$ cat src/rtl/seg7_pkg.sv
// Shared definitions for the seven-segment scan controller.
//   DIGIT_W       - width of one digit code presented to the decoder
//   BLANK_CODE    - code the decoder renders with all segments off
//   scan_state_e  - scan FSM states (IDLE must encode as 0; it is the reset state)
//   code_or_blank - substitutes BLANK_CODE for a suppressed digit
package seg7_pkg;

  localparam int DIGIT_W = 4;

  localparam logic [DIGIT_W-1:0] BLANK_CODE = 4'hF;

  typedef enum logic [1:0] {
    IDLE  = 2'd0,
    GUARD = 2'd1,
    SHOW  = 2'd2
  } scan_state_e;

  function automatic logic [DIGIT_W-1:0] code_or_blank(input logic                blank,
                                                       input logic [DIGIT_W-1:0] code);
    return blank ? BLANK_CODE : code;
  endfunction

endpackage

$ cat src/rtl/seg7_scan_ctrl_if.sv
// Bundle between the counter/datapath logic (master) and the scan controller (slave).
//   enable         - scan enable; 0 parks the controller with every digit off
//   digits_in      - packed digit codes, digit 0 in the least significant nibble
//   load           - strobe capturing digits_in into the pending buffer
//   lz_blank       - leading-zero suppression enable
//   digit_code     - code for the decoder during the current slot
//   digit_sel      - one-hot active-high digit enable, all zero while blanked
//   frame_done     - one-cycle pulse on the last cycle of the last digit slot
//   update_pending - pending buffer holds data not yet on the display
interface seg7_scan_ctrl_if
  import seg7_pkg::*;
#(
  parameter int NUM_DIGITS = 4
);

  logic                          enable;
  logic [DIGIT_W*NUM_DIGITS-1:0] digits_in;
  logic                          load;
  logic                          lz_blank;
  logic [DIGIT_W-1:0]            digit_code;
  logic [NUM_DIGITS-1:0]         digit_sel;
  logic                          frame_done;
  logic                          update_pending;

  modport master (
    output enable,
    output digits_in,
    output load,
    output lz_blank,
    input  digit_code,
    input  digit_sel,
    input  frame_done,
    input  update_pending
  );

  modport slave (
    input  enable,
    input  digits_in,
    input  load,
    input  lz_blank,
    output digit_code,
    output digit_sel,
    output frame_done,
    output update_pending
  );

endinterface

$ cat src/rtl/seg7_slot_timer.sv
// Slot-cycle counter and digit index for the scan controller.
// The outputs describe the cycle that begins at the next clock edge, so the parent can
// register its display outputs in step with the counters.
//   clk, rst_n  - clock, asynchronous active-low reset
//   clear       - restart the scan: the next cycle is slot cycle 0 of digit 0
//   slot_cycle  - slot cycle of the upcoming cycle
//   idx         - digit index of the upcoming cycle
//   slot_last   - upcoming cycle is the last cycle of its slot
//   frame_last  - upcoming cycle is the last cycle of the last digit's slot
module seg7_slot_timer #(
  parameter int NUM_DIGITS  = 4,
  parameter int REFRESH_DIV = 1000
) (
  input  logic                           clk,
  input  logic                           rst_n,
  input  logic                           clear,
  output logic [$clog2(REFRESH_DIV)-1:0] slot_cycle,
  output logic [$clog2(NUM_DIGITS)-1:0]  idx,
  output logic                           slot_last,
  output logic                           frame_last
);

  localparam int SlotW = $clog2(REFRESH_DIV);
  localparam int IdxW  = $clog2(NUM_DIGITS);

  localparam logic [SlotW-1:0] SlotMax = SlotW'(REFRESH_DIV - 1);
  localparam logic [IdxW-1:0]  IdxMax  = IdxW'(NUM_DIGITS - 1);

  logic [SlotW-1:0] slot_q, slot_d;
  logic [IdxW-1:0]  idx_q, idx_d;

  always_comb begin
    slot_d = slot_q;
    idx_d  = idx_q;
    if (clear) begin
      slot_d = '0;
      idx_d  = '0;
    end else if (slot_q == SlotMax) begin
      slot_d = '0;
      idx_d  = (idx_q == IdxMax) ? '0 : idx_q + 1'b1;
    end else begin
      slot_d = slot_q + 1'b1;
    end
  end

  always_ff @(posedge clk or negedge rst_n) begin
    if (!rst_n) begin
      slot_q <= '0;
      idx_q  <= '0;
    end else begin
      slot_q <= slot_d;
      idx_q  <= idx_d;
    end
  end

  assign slot_cycle = slot_d;
  assign idx        = idx_d;
  assign slot_last  = (slot_d == SlotMax);
  assign frame_last = slot_last && (idx_d == IdxMax);

endmodule

$ cat src/rtl/seg7_scan_ctrl.sv
// Time-multiplexed scan controller sharing one seven-segment decoder across NUM_DIGITS
// common-cathode digits. Each digit slot lasts REFRESH_DIV cycles; the first BLANK_CYCLES
// of a slot keep every digit off to suppress ghosting. Display data is double-buffered so
// new values only reach the digits at frame boundaries.
//   clk, rst_n - clock, asynchronous active-low reset
//   bus        - slave side of seg7_scan_ctrl_if (enable, digits_in, load, lz_blank in;
//                digit_code, digit_sel, frame_done, update_pending out, all registered)
module seg7_scan_ctrl
  import seg7_pkg::*;
#(
  parameter int NUM_DIGITS   = 4,
  parameter int REFRESH_DIV  = 1000,
  parameter int BLANK_CYCLES = 2
) (
  input  logic             clk,
  input  logic             rst_n,
  seg7_scan_ctrl_if.slave  bus
);

  localparam int SlotW = $clog2(REFRESH_DIV);
  localparam int IdxW  = $clog2(NUM_DIGITS);
  localparam int BufW  = DIGIT_W * NUM_DIGITS;

  localparam logic [1:0] StIdle  = IDLE;
  localparam logic [1:0] StGuard = GUARD;
  localparam logic [1:0] StShow  = SHOW;

  logic [1:0]            state_q, state_d;
  logic [BufW-1:0]       active_q, active_d;
  logic [BufW-1:0]       pending_q, pending_d;
  logic                  pend_q, pend_d;
  logic [NUM_DIGITS-1:0] sel_q, sel_d;
  logic [DIGIT_W-1:0]    code_q, code_d;
  logic                  fd_q, fd_d;

  logic                  timer_clear;
  logic [SlotW-1:0]      slot_nxt;
  logic [IdxW-1:0]       idx_nxt;
  logic                  unused_slot_last;
  logic                  frame_last_nxt;

  logic [NUM_DIGITS-1:0] suppress;
  logic                  seen_nonzero;
  logic [DIGIT_W-1:0]    shown_code;

  // Counters stay parked at zero while idle, so the first enabled cycle starts digit 0.
  assign timer_clear = !bus.enable || (state_q == StIdle);

  seg7_slot_timer #(
    .NUM_DIGITS  (NUM_DIGITS),
    .REFRESH_DIV (REFRESH_DIV)
  ) u_slot_timer (
    .clk        (clk),
    .rst_n      (rst_n),
    .clear      (timer_clear),
    .slot_cycle (slot_nxt),
    .idx        (idx_nxt),
    .slot_last  (unused_slot_last),
    .frame_last (frame_last_nxt)
  );

  // Buffers. fd_q marks the last cycle of a frame: anything taking effect on the edge
  // that ends it is visible from slot 0 of the next frame. A load on that very cycle
  // skips the pending stage.
  always_comb begin
    active_d  = active_q;
    pending_d = pending_q;
    pend_d    = pend_q;
    if (bus.load) begin
      if (fd_q) begin
        active_d = bus.digits_in;
        pend_d   = 1'b0;
      end else begin
        pending_d = bus.digits_in;
        pend_d    = 1'b1;
      end
    end else if (pend_q && (fd_q || (state_q == StIdle))) begin
      active_d = pending_q;
      pend_d   = 1'b0;
    end
  end

  // Leading-zero suppression, evaluated on the buffer the next cycle will display.
  // Digit 0 is never suppressed so a zero value still shows a single 0.
  always_comb begin
    seen_nonzero = 1'b0;
    suppress     = '0;
    for (int i = NUM_DIGITS - 1; i >= 1; i--) begin
      if (active_d[i*DIGIT_W +: DIGIT_W] != '0) begin
        seen_nonzero = 1'b1;
      end
      suppress[i] = bus.lz_blank && !seen_nonzero;
    end
  end

  assign shown_code = code_or_blank(suppress[idx_nxt],
                                    active_d[int'(idx_nxt)*DIGIT_W +: DIGIT_W]);

  // Outputs are computed for the upcoming cycle and registered alongside the counters.
  always_comb begin
    if (!bus.enable) begin
      state_d = StIdle;
    end else if (int'(slot_nxt) < BLANK_CYCLES) begin
      state_d = StGuard;
    end else begin
      state_d = StShow;
    end

    sel_d  = '0;
    code_d = BLANK_CODE;
    if (state_d == StShow) begin
      sel_d[idx_nxt] = 1'b1;
      code_d         = shown_code;
    end

    fd_d = bus.enable && frame_last_nxt;
  end

  always_ff @(posedge clk or negedge rst_n) begin
    if (!rst_n) begin
      state_q   <= StIdle;
      active_q  <= '0;
      pending_q <= '0;
      pend_q    <= 1'b0;
      sel_q     <= '0;
      code_q    <= '0;
      fd_q      <= 1'b0;
    end else begin
      state_q   <= state_d;
      active_q  <= active_d;
      pending_q <= pending_d;
      pend_q    <= pend_d;
      sel_q     <= sel_d;
      code_q    <= code_d;
      fd_q      <= fd_d;
    end
  end

  assign bus.digit_sel      = sel_q;
  assign bus.digit_code     = code_q;
  assign bus.frame_done     = fd_q;
  assign bus.update_pending = pend_q;

endmodule

$ cat src/flat_wrapper.sv
// flat-port wrapper written by rule: the top's interface ports become plain ports
module seg7_scan_ctrl_flat import seg7_pkg::*;
#(
  parameter int NUM_DIGITS   = 4,
  parameter int REFRESH_DIV  = 1000,
  parameter int BLANK_CYCLES = 2
)
  (clk, rst_n, bus_enable, bus_digits_in, bus_load, bus_lz_blank, bus_digit_code, bus_digit_sel, bus_frame_done, bus_update_pending);
  seg7_scan_ctrl_if #(.NUM_DIGITS(NUM_DIGITS)) bus_i ();
  input  logic clk;
  input  logic rst_n;
  input wire logic [$bits(bus_i.enable)-1:0] bus_enable;
  input wire logic [$bits(bus_i.digits_in)-1:0] bus_digits_in;
  input wire logic [$bits(bus_i.load)-1:0] bus_load;
  input wire logic [$bits(bus_i.lz_blank)-1:0] bus_lz_blank;
  output wire logic [$bits(bus_i.digit_code)-1:0] bus_digit_code;
  output wire logic [$bits(bus_i.digit_sel)-1:0] bus_digit_sel;
  output wire logic [$bits(bus_i.frame_done)-1:0] bus_frame_done;
  output wire logic [$bits(bus_i.update_pending)-1:0] bus_update_pending;
  assign bus_i.enable = bus_enable;
  assign bus_i.digits_in = bus_digits_in;
  assign bus_i.load = bus_load;
  assign bus_i.lz_blank = bus_lz_blank;
  assign bus_digit_code = bus_i.digit_code;
  assign bus_digit_sel = bus_i.digit_sel;
  assign bus_frame_done = bus_i.frame_done;
  assign bus_update_pending = bus_i.update_pending;
  seg7_scan_ctrl #(.NUM_DIGITS(NUM_DIGITS), .REFRESH_DIV(REFRESH_DIV), .BLANK_CYCLES(BLANK_CYCLES)) u_core (.clk(clk), .rst_n(rst_n), .bus(bus_i));
endmodule
$ cat config.mk
export PLATFORM = sky130hd
export DESIGN_NAME = seg7_scan_ctrl_flat
export DESIGN_NICKNAME = d
export VERILOG_FILES = /design/src/rtl/seg7_pkg.sv /design/src/rtl/seg7_scan_ctrl_if.sv /design/src/rtl/seg7_slot_timer.sv /design/src/rtl/seg7_scan_ctrl.sv /design/src/flat_wrapper.sv
export SDC_FILE = /design/constraint.sdc
export NUM_CORES = 1
export LEC_CHECK = 0
export BUFFER_PORTS_ARGS = -buffer_cell sky130_fd_sc_hd__buf_4
export CAP_MARGIN = 20
export CORE_MARGIN = 5
export CORE_UTILIZATION = 40
export DETAILED_ROUTE_END_ITERATION = 7
export HOLD_SLACK_MARGIN = 0.08
export MAX_ROUTING_LAYER = met4
export PLACE_DENSITY = 0.61
export SLEW_MARGIN = 0
export SYNTH_ARGS = -nofsm -noshare
export SYNTH_HDL_FRONTEND = slang
export SYNTH_SLANG_ARGS = --single-unit
$ cat constraint.sdc
create_clock -name clk -period 2.05 [get_ports clk]
set_input_delay 0.41 -clock clk [delete_from_list [all_inputs] [get_ports clk]]
set_output_delay 0.41 -clock clk [all_outputs]
set_load 0.1 [all_outputs]
# Word level (Yosys, flattened, before mapping)
# Cells that the tools add are included.
classes:
  n_mux: 23
  n_reduce_logical: 19
  n_eq_ne: 5
  bitwise: 1
  n_shift: 1
  order_cmp: 3
  addsub: 2
op_table:
  columns: ["cell", "count"]
  rows:
  - ["16-bit 2-to-1 mux", 3]
  - ["10-bit == test (second input constant)", 2]
  - ["10-bit 2-to-1 mux", 2]
  - ["16-bit by 5-bit indexed part select with 4-bit output", 1]
  - ["4-bit 2-to-1 mux", 3]
  - ["4-bit nonzero test", 3]
  - ["10-bit by 1-bit adder with 10-bit output (second input constant)", 1]
  - ["10-bit by 2-bit < comparator with 1-bit output (second input constant)", 1]
  - ["2-bit 2-to-1 mux", 5]
  - ["1-bit 2-to-1 mux", 8]
  - ["1-bit logical AND", 7]
  - ["2-bit == test (second input constant)", 3]
  - ["1-bit logical NOT", 4]
  - ["2-bit by 3-bit < comparator with 1-bit output (second input constant)", 1]
  - ["2-bit by 1-bit adder with 2-bit output (second input constant)", 1]
  - ["1-bit binary-select mux with 2-bit select", 1]
  - ["1-bit demux with 2-bit select", 1]
  - ["2-bit by 1-bit greater-or-equal comparator with 1-bit output (second input constant)", 1]
  - ["2-bit logical NOT", 1]
  - ["1-bit logical OR", 2]
  - ["2-bit AND reduction", 1]
  - ["2-bit nonzero test", 1]
  - ["1-bit NOT", 1]
word_totals:
  reg_bits: 56
  input_bits: 21

# Longest topological paths before layout
# Gate-level depths: netlist of the first run.
depth:
  ltp_word: 15
  depth_mapped: 9

# Hierarchy
# From an unflattened synthesis of the first run, not the netlist that was laid out.
hier_totals:
  cells_unflattened: 268
  hier_area_um2: 2959.1
modules_own_cells:
  columns: ["mod", "seq_area_each_um2", "instances", "cells_per_inst", "area_per_inst_um2"]
  rows:
  - ["seg7_scan_ctrl", 1101.1, 1, 187, 2172.1]
  - ["seg7_slot_timer", 300.3, 1, 81, 787.0]

# Least setup slack after synthesis of the first run
# OpenSTA, ideal clock, no wires.
synth_path:
  kind: "register -> register"
  start: "register u_core.fd_q, in the netlist u_core.bus.frame_done"
  end: "register u_core.code_q[0], in the netlist u_core.bus.digit_code[0]"
  stages_incl_launch_ff: 8
  t_arrival_ns: 2.361
  t_required_ns: 1.963
  path_slack_ns: -0.398
  path_cell_list: "dfrtp_1 -> buf_2 -> buf_4 -> mux2i_1 -> a22oi_1 -> nor3_1 -> o2111ai_1 -> o211ai_1"
synth_via:
  elab_chain_cells: 14
synth_rtl:
  columns: ["item", "line_no", "source"]
  rows:
  - ["start: declaration", "seg7_scan_ctrl.sv:34", "logic fd_q, fd_d;"]
  - ["start signal: assignment", "seg7_scan_ctrl.sv:127", "fd_q <= 1'b0;"]
  - ["start signal: assignment", "seg7_scan_ctrl.sv:135", "fd_q <= fd_d;"]
  - ["1-bit logical OR", "seg7_scan_ctrl.sv:77", "end else if (pend_q && (fd_q || (state_q == StIdle))) begin"]
  - ["1-bit logical AND", "seg7_scan_ctrl.sv:77", null]
  - ["16-bit 2-to-1 mux", "seg7_scan_ctrl.sv:77", null]
  - ["16-bit 2-to-1 mux *", "seg7_scan_ctrl.sv:69", "if (bus.load) begin"]
  - ["named net u_core.active_d[15]", "seg7_scan_ctrl.sv:29", "logic [BufW-1:0] active_q, active_d;"]
  - ["4-bit nonzero test *", "seg7_scan_ctrl.sv:89", "if (active_d[i*DIGIT_W +: DIGIT_W] != '0) begin"]
  - ["1-bit 2-to-1 mux *", "seg7_scan_ctrl.sv:89", null]
  - ["1-bit 2-to-1 mux (2 in series)", "seg7_scan_ctrl.sv:89", null]
  - ["1-bit logical NOT", "seg7_scan_ctrl.sv:92", "suppress[i] = bus.lz_blank && !seen_nonzero;"]
  - ["1-bit logical AND", "seg7_scan_ctrl.sv:92", null]
  - ["1-bit binary-select mux with 2-bit select *", "seg7_scan_ctrl.sv:96", "assign shown_code = code_or_blank(suppress[idx_nxt],"]
  - ["1-bit 2-to-1 mux (implied by the code) *", "seg7_scan_ctrl.sv:96", null]
  - ["4-bit 2-to-1 mux *", "seg7_pkg.sv:20", "return blank ? BLANK_CODE : code;"]
  - ["4-bit 2-to-1 mux *", "seg7_scan_ctrl.sv:111", "if (state_d == StShow) begin"]
  - ["named net u_core.code_d[0]", "seg7_scan_ctrl.sv:33", "logic [DIGIT_W-1:0] code_q, code_d;"]
  - ["end signal: assignment", "seg7_scan_ctrl.sv:134", "code_q <= code_d;"]
  - ["end: declaration", "seg7_scan_ctrl.sv:33", null]
# The timed path passes the listed nets; every way through them passes the cells marked *. The select of a mux whose other input is x is not followed.
# A chain may end at the register's enable or synchronous reset.

# Worst setup path in the final report of the first run
layout_path:
  start: "register u_core.u_slot_timer.slot_q[1]"
  end: "register u_core.sel_q[2], in the netlist u_core.bus.digit_sel[2]"
layout_via:
  elab_chain_cells: 8
layout_rtl:
  columns: ["item", "line_no", "source"]
  rows:
  - ["start: declaration", "seg7_slot_timer.sv:29", "logic [SlotW-1:0] slot_q, slot_d;"]
  - ["start signal: assignment", "seg7_slot_timer.sv:51", "slot_q <= slot_d;"]
  - ["10-bit by 1-bit adder with 10-bit output or 10-bit == test (tied branches)", "seg7_slot_timer.sv:42, seg7_slot_timer.sv:38", null]
  - ["10-bit 2-to-1 mux *", "seg7_slot_timer.sv:38", "end else if (slot_q == SlotMax) begin"]
  - ["10-bit 2-to-1 mux *", "seg7_slot_timer.sv:35", "if (clear) begin"]
  - ["10-bit by 2-bit < comparator with 1-bit output *", "seg7_scan_ctrl.sv:103", "end else if (int'(slot_nxt) < BLANK_CYCLES) begin"]
  - ["2-bit 2-to-1 mux *", "seg7_scan_ctrl.sv:103", null]
  - ["2-bit 2-to-1 mux *", "seg7_scan_ctrl.sv:101", "if (!bus.enable) begin"]
  - ["named net u_core.state_d[1]", "seg7_scan_ctrl.sv:28", "logic [1:0] state_q, state_d;"]
  - ["2-bit == test *", "seg7_scan_ctrl.sv:111", null]
  - ["4-bit 2-to-1 mux *", "seg7_scan_ctrl.sv:111", null]
  - ["named net u_core.sel_d[2]", "seg7_scan_ctrl.sv:32", "logic [NUM_DIGITS-1:0] sel_q, sel_d;"]
  - ["end signal: assignment", "seg7_scan_ctrl.sv:133", "sel_q <= sel_d;"]
  - ["end: declaration", "seg7_scan_ctrl.sv:32", null]
# The timed path passes the listed nets; every way through them passes the cells marked *.

==> results.cfg, run 1 <==
[outcome]
outcome = finished, violations left
violations = negative setup slack

[setup_path]
cp-start-kind = flip-flop
worstPathMaxFanout = 10
critPathRequiredTime_ps = 2260
crit_type = flip-flop to flip-flop
endpoint_kind = flip-flop
cp.arrival_ps = 2350

[logic_synthesis]
yosysWarnings = 0
syn_area_per_cell_um2 = 10.92
yosysSeqAreaShare_pct = 48.97
synth_edf_count = 0
ys_seq_elements = 56
syn-num-nets = 285
ys_types = 51
synth-main-ff-cell = dfrtp_1
syn-instance-count = 262
synth_area_um2 = 2861
async_reset_ff_share_pct = 100.0

[power_and_ir_drop]
p_leak_uw = 0.001621
power_density_nw_per_um2 = 648.6
vdd_ir_drop_max_mv = 0.3081

[route]
drc = 0
first_pass_iters = 5
postRouteAntennaNets = 0
via_per_inst = 5.325
drtIter0Drc = 95
dr_total_vias = 2311
drt-total-wl_um = 7063
wl_per_cell_um = 16.27

[clock_tree]
clkLatencyLatePin_ps = 310
clk_pin_slew_ps = 100
cts_buffer_depth = 2
htree_levels = 2
cts-buffers-inserted = 5
clkSinkCount = 56
root_buffer = clkbuf_8
tritoncts = done

[floorplanning]
initial_core_util_pct = 41.66
fp.dieArea_um2 = 8945
rows = 30
ioPinCount = 31
coreArea_um2 = 6869
die_w_um = 94.58
die_h_um = 94.58

[cells_and_area]
drive_gt1_share_pct = 40.24
nNetsFinal = 360
utilization_pct = 55.45
layout_commonest_cell = buf_4
mostFrequentLayoutCells = 80 x buf_4, 54 x dfrtp_1, 16 x nor2_1, 16 x mux2_2, 13 x mux2i_1
diodes = 0
areaGrowthSynthToFinish_pct = 33.10

[timing]
tns_ps = -363.0
rsz0062_at_grt = yes
max_slew.worst_pin.slew_ps = 471.9
slew_headroom_pct = 68.54
finClkSkew_ps = 15.00
hold_viol = 0
fin_hold_ws_ps = 336.9
finalWorstSetupSlack_ps = -96.40
period_share_pct = 104.7
clock.fmax_mhz = 465.9
period_minus_slack_ps = 2146
final-setup-viol-count = 5
slew_violations = 0

[global_routing]
grt_overflow_total = 0
grt_pass1_wl_um = 11650
grt_max_degree = 35
track_usage_pct = 17.07
grt_pass1_vias = 2379
antenna_found_initial = 0

[placement]
dp_hpwl_um = 5149
gp_congestion = 0.8808
port_buffers = 30
place_ws_ps = -121.6

[job]
cap_violations = 0

[worst_hold_path]
hp-class = primary input to flip-flop
==> path summary, 6_finish.rpt <==
| path | startpoint | endpoint | slack (ps) | cells after the start |
|---|---|---|---|---|
| worst min register to register | u_core.pending_q[1] | u_core.pending_q[1] | 510 | 1 |
| worst max register to register | u_core.u_slot_timer.slot_q[1] | u_core.bus.digit_sel[2] | -100 | 7 |
| worst max-delay path | u_core.u_slot_timer.slot_q[1] | u_core.bus.digit_sel[2] | -100 | 7 |
| max in group asynchronous | rst_n | u_core.bus.digit_sel[3] | 960 | 3 |
| worst min-delay path | bus_digits_in[11] | u_core.pending_q[11] | 340 | 2 |
| min in group asynchronous | rst_n | u_core.pending_q[11] | 590 | 2 |
==> per-stage QoR <==
stage / std cells / total power (uW) / instance area (um2)
after global routing: 434 / 2602 / 3809
after CTS: 431 / 2447 / 3685
final: 434 / 2470 / 3809
after detailed placement: 422 / 1809 / 3531
after global placement: 422 / 1795 / 3531
after floorplan: 262 / 1584 / 2884
==> routing by layer <==
metal | share of wire, % | track usage (%)
met4 | 0.72 | 3.726
met1 | 48 | 22.89
met2 | 48 | 27.60
met3 | 2.9 | 2.550
met5 | 0 | -
==> where the power goes <==
part           internal [uW]  switching, uW
clock                    276            360
combinational            268            300
sequential              1210           61.5
==> state kept, by name, summed over array words and instances, names as in the netlist <==
signal / cells
u_core.active_q: 16
u_core.bus.digit_code: 4
u_core.bus.digit_sel: 4
u_core.bus.frame_done: 1
u_core.bus.update_pending: 1
u_core.pending_q: 16
u_core.state_q: 2
u_core.u_slot_timer.idx_q: 2
u_core.u_slot_timer.slot_q: 10
==> worst max-delay path: stages, from the launching register on <==
cell,delay [ps]
dfrtp_1,420
ha_4,190
and3_4,180
and3_4,170
or3_4,340
a2111oi_4,350
a31oi_4,190
and3_1,210
==> synth_stat cells (all sizes together) (7+ instances only) <==
cell	instances	area share (%)
mux2	17	6.8
nand3	8	1.4
a21oi	10	1.7
mux2i	13	4.5
o21ai	15	2.6
dfrtp	56	49
nand2	9	1.2
buf	9	1.8
and3	9	2.3
a211oi	8	2.1
inv	7	0.92
xnor2	7	2.1
a22oi	8	2.1
a31oi	12	3.1
nor2	18	2.4
==> layout make-up <==
type / count / area (um2)
Tap cell: 96 / 120.1
Inverter: 8 / 42.54
Clock inverter: 1 / 7.507
Sequential cell: 56 / 1409
Timing Repair Buffer: 82 / 630.6
Fill cell: 599 / 3060
Clock buffer: 7 / 86.33
Multi-Input combinational cell: 184 / 1513
==> cell families (layout without fill, tap and decap cells) <==
group                    count (synthesis)  in the layout  synth area share [%]
AO/OA/AOI/OAI                           76             76                 19.46
XOR/XNOR                                11             11                 3.367
adder cells (fa/ha/maj)                  2              2                0.8744
buffers and inverters                   22             98                 3.542
flip-flops                              56             56                 48.97
multiplexers                            30             30                 11.37
AND/OR/NAND/NOR                         65             65                 12.42
==> what timing repair did <==
item,CTS,global route
setup endpoints to repair,9,10
gates resized for setup,8,22
setup buffers,0,3
hold buffers,1,0
gates cloned,0,0
hold endpoints to repair,28,0
pin swaps,7,5
Note: power is estimated with default switching activity, not from simulation.
==> run 2: changes to the inputs <==
- CTS_BUF_LIST: default -> sky130_fd_sc_hd__clkbuf_2
==> results.cfg, run 2 (same netlist as run 1, synthesis figures left out) <==
[outcome]
outcome = finished, violations left
violations = negative setup slack

[clock_tree]
clkLatencyLatePin_ps = 450
tritoncts = done
htree_levels = 2
root_buffer = clkbuf_2
clkSinkCount = 56
cts-buffers-inserted = 5
cts_buffer_depth = 2
clk_pin_slew_ps = 280

[floorplanning]
die_w_um = 94.58
ioPinCount = 31
rows = 30
coreArea_um2 = 6869
fp.dieArea_um2 = 8945
initial_core_util_pct = 41.66
die_h_um = 94.58

[timing]
period_share_pct = 104.2
period_minus_slack_ps = 2135
final-setup-viol-count = 9
finalWorstSetupSlack_ps = -85.24
slew_violations = 0
finClkSkew_ps = 32.84
hold_viol = 0
fin_hold_ws_ps = 169.6
clock.fmax_mhz = 468.3
rsz0062_at_grt = yes
tns_ps = -412.7
slew_headroom_pct = 67.91
max_slew.worst_pin.slew_ps = 481.4

[route]
via_per_inst = 5.416
dr_total_vias = 2367
drtIter0Drc = 120
drc = 0
postRouteAntennaNets = 0
first_pass_iters = 4
wl_per_cell_um = 16.74
drt-total-wl_um = 7316

[setup_path]
endpoint_kind = flip-flop
critPathRequiredTime_ps = 2400
cp.arrival_ps = 2490
cp-start-kind = flip-flop
crit_type = flip-flop to flip-flop
worstPathMaxFanout = 5

[placement]
dp_hpwl_um = 5149
placed_cell_area_um2 = 3531
place_ws_ps = -121.6
placedCellCount = 422
gp_congestion = 0.8808
port_buffers = 30

[cells_and_area]
diodes = 0
top_regs = u_core.active_q x16, u_core.pending_q x16, u_core.u_slot_timer.slot_q x10
nNetsFinal = 363
mostFrequentLayoutCells = 82 x buf_4, 54 x dfrtp_1, 16 x nor2_1, 16 x mux2_2
layout_commonest_cell = buf_4
fin_cells = 437
stdcell_area_um2 = 3737
drive_gt1_share_pct = 40.18
areaGrowthSynthToFinish_pct = 30.61

[global_routing]
grt_pass1_vias = 2418
antenna_found_initial = 0
grt_max_degree = 35
grt_overflow_total = 0
track_usage_pct = 17.59
grt_pass1_wl_um = 11990

[power_and_ir_drop]
power_density_nw_per_um2 = 603.2
vdd_ir_drop_max_mv = 0.3167
p_leak_uw = 0.001599

[worst_hold_path]
hp-class = primary input to flip-flop

[job]
cap_violations = 0
==> run 2: per-layer routing <==
| metal | wire, um | share of wire [%] | vias to the layer above | global-route usage [%] |
|---|---|---|---|---|
| met4 | 72 | 0.98 | 0 | 4.087 |
| met3 | 333 | 4.6 | 9 | 3.028 |
| li1 | - | - | 1133 | - |
| met1 | 3340 | 46 | 1162 | 23.48 |
| met5 | 0 | 0 | - | - |
| met2 | 3571 | 49 | 63 | 28.13 |
==> run 2: path summary, 6_finish.rpt <==
| check | start | end | slack, ps | cells past startpoint |
|---|---|---|---|---|
| setup / recovery | u_core.u_slot_timer.slot_q[1] | u_core.bus.digit_sel[3] | -90 | 8 |
| hold / removal | bus_digits_in[4] | u_core.pending_q[4] | 170 | 2 |
| setup reg to reg | u_core.u_slot_timer.slot_q[1] | u_core.bus.digit_sel[3] | -90 | 8 |
| hold reg to reg | u_core.pending_q[3] | u_core.pending_q[3] | 540 | 1 |
| max in group asynchronous | rst_n | u_core.bus.digit_sel[3] | 1120 | 3 |
| min in group asynchronous | rst_n | u_core.pending_q[10] | 410 | 2 |
==> run 2: area by class of cell <==
class / instances / area [um2]
fill: 613 / 3132
multi-input combinational: 185 / 1489
sequential: 56 / 1409
timing repair buffer: 84 / 645.6
tap: 96 / 120.1
inverter: 8 / 32.53
clock buffer: 6 / 30.03
clock inverter: 2 / 11.26
==> run 2: what timing repair did <==
item / CTS / global route
pin swaps: 5 / 7
endpoints found under the hold margin: 33 / 0
gates resized for setup: 8 / 13
hold buffers: 1 / 0
cloned: 1 / 0
endpoints found under the setup margin: 9 / 11
buffers inserted: 4 / 1
==> run 2: critical path: stages, from the launching register on <==
cell	delay, ps
dfrtp_1	470
ha_4	180
and3_4	140
and3_4	170
or3_4	340
a2111oi_4	290
buf_4	190
a31oi_4	120
and2_4	160
==> run 2: per-stage QoR <==
step | util, % | power [uW]
floorplan | - | 1584
global placement | 51.40 | 1795
detailed placement | 51.40 | 1809
CTS | 53.33 | 2259
global route | 54.41 | 2400
finish | 54.41 | 2254
==> run 2: where the power goes <==
| group | total, uW | switching, uW | leakage [uW] | internal, uW |
|---|---|---|---|---|
| Combinational | 565 | 298 | 0.000899 | 268 |
| Sequential | 1270 | 57.9 | 0.000672 | 1210 |
| Clock | 424 | 339 | 0.0000266 | 84.9 |
| Total | 2250 | 694 | 0.00160 | 1560 |
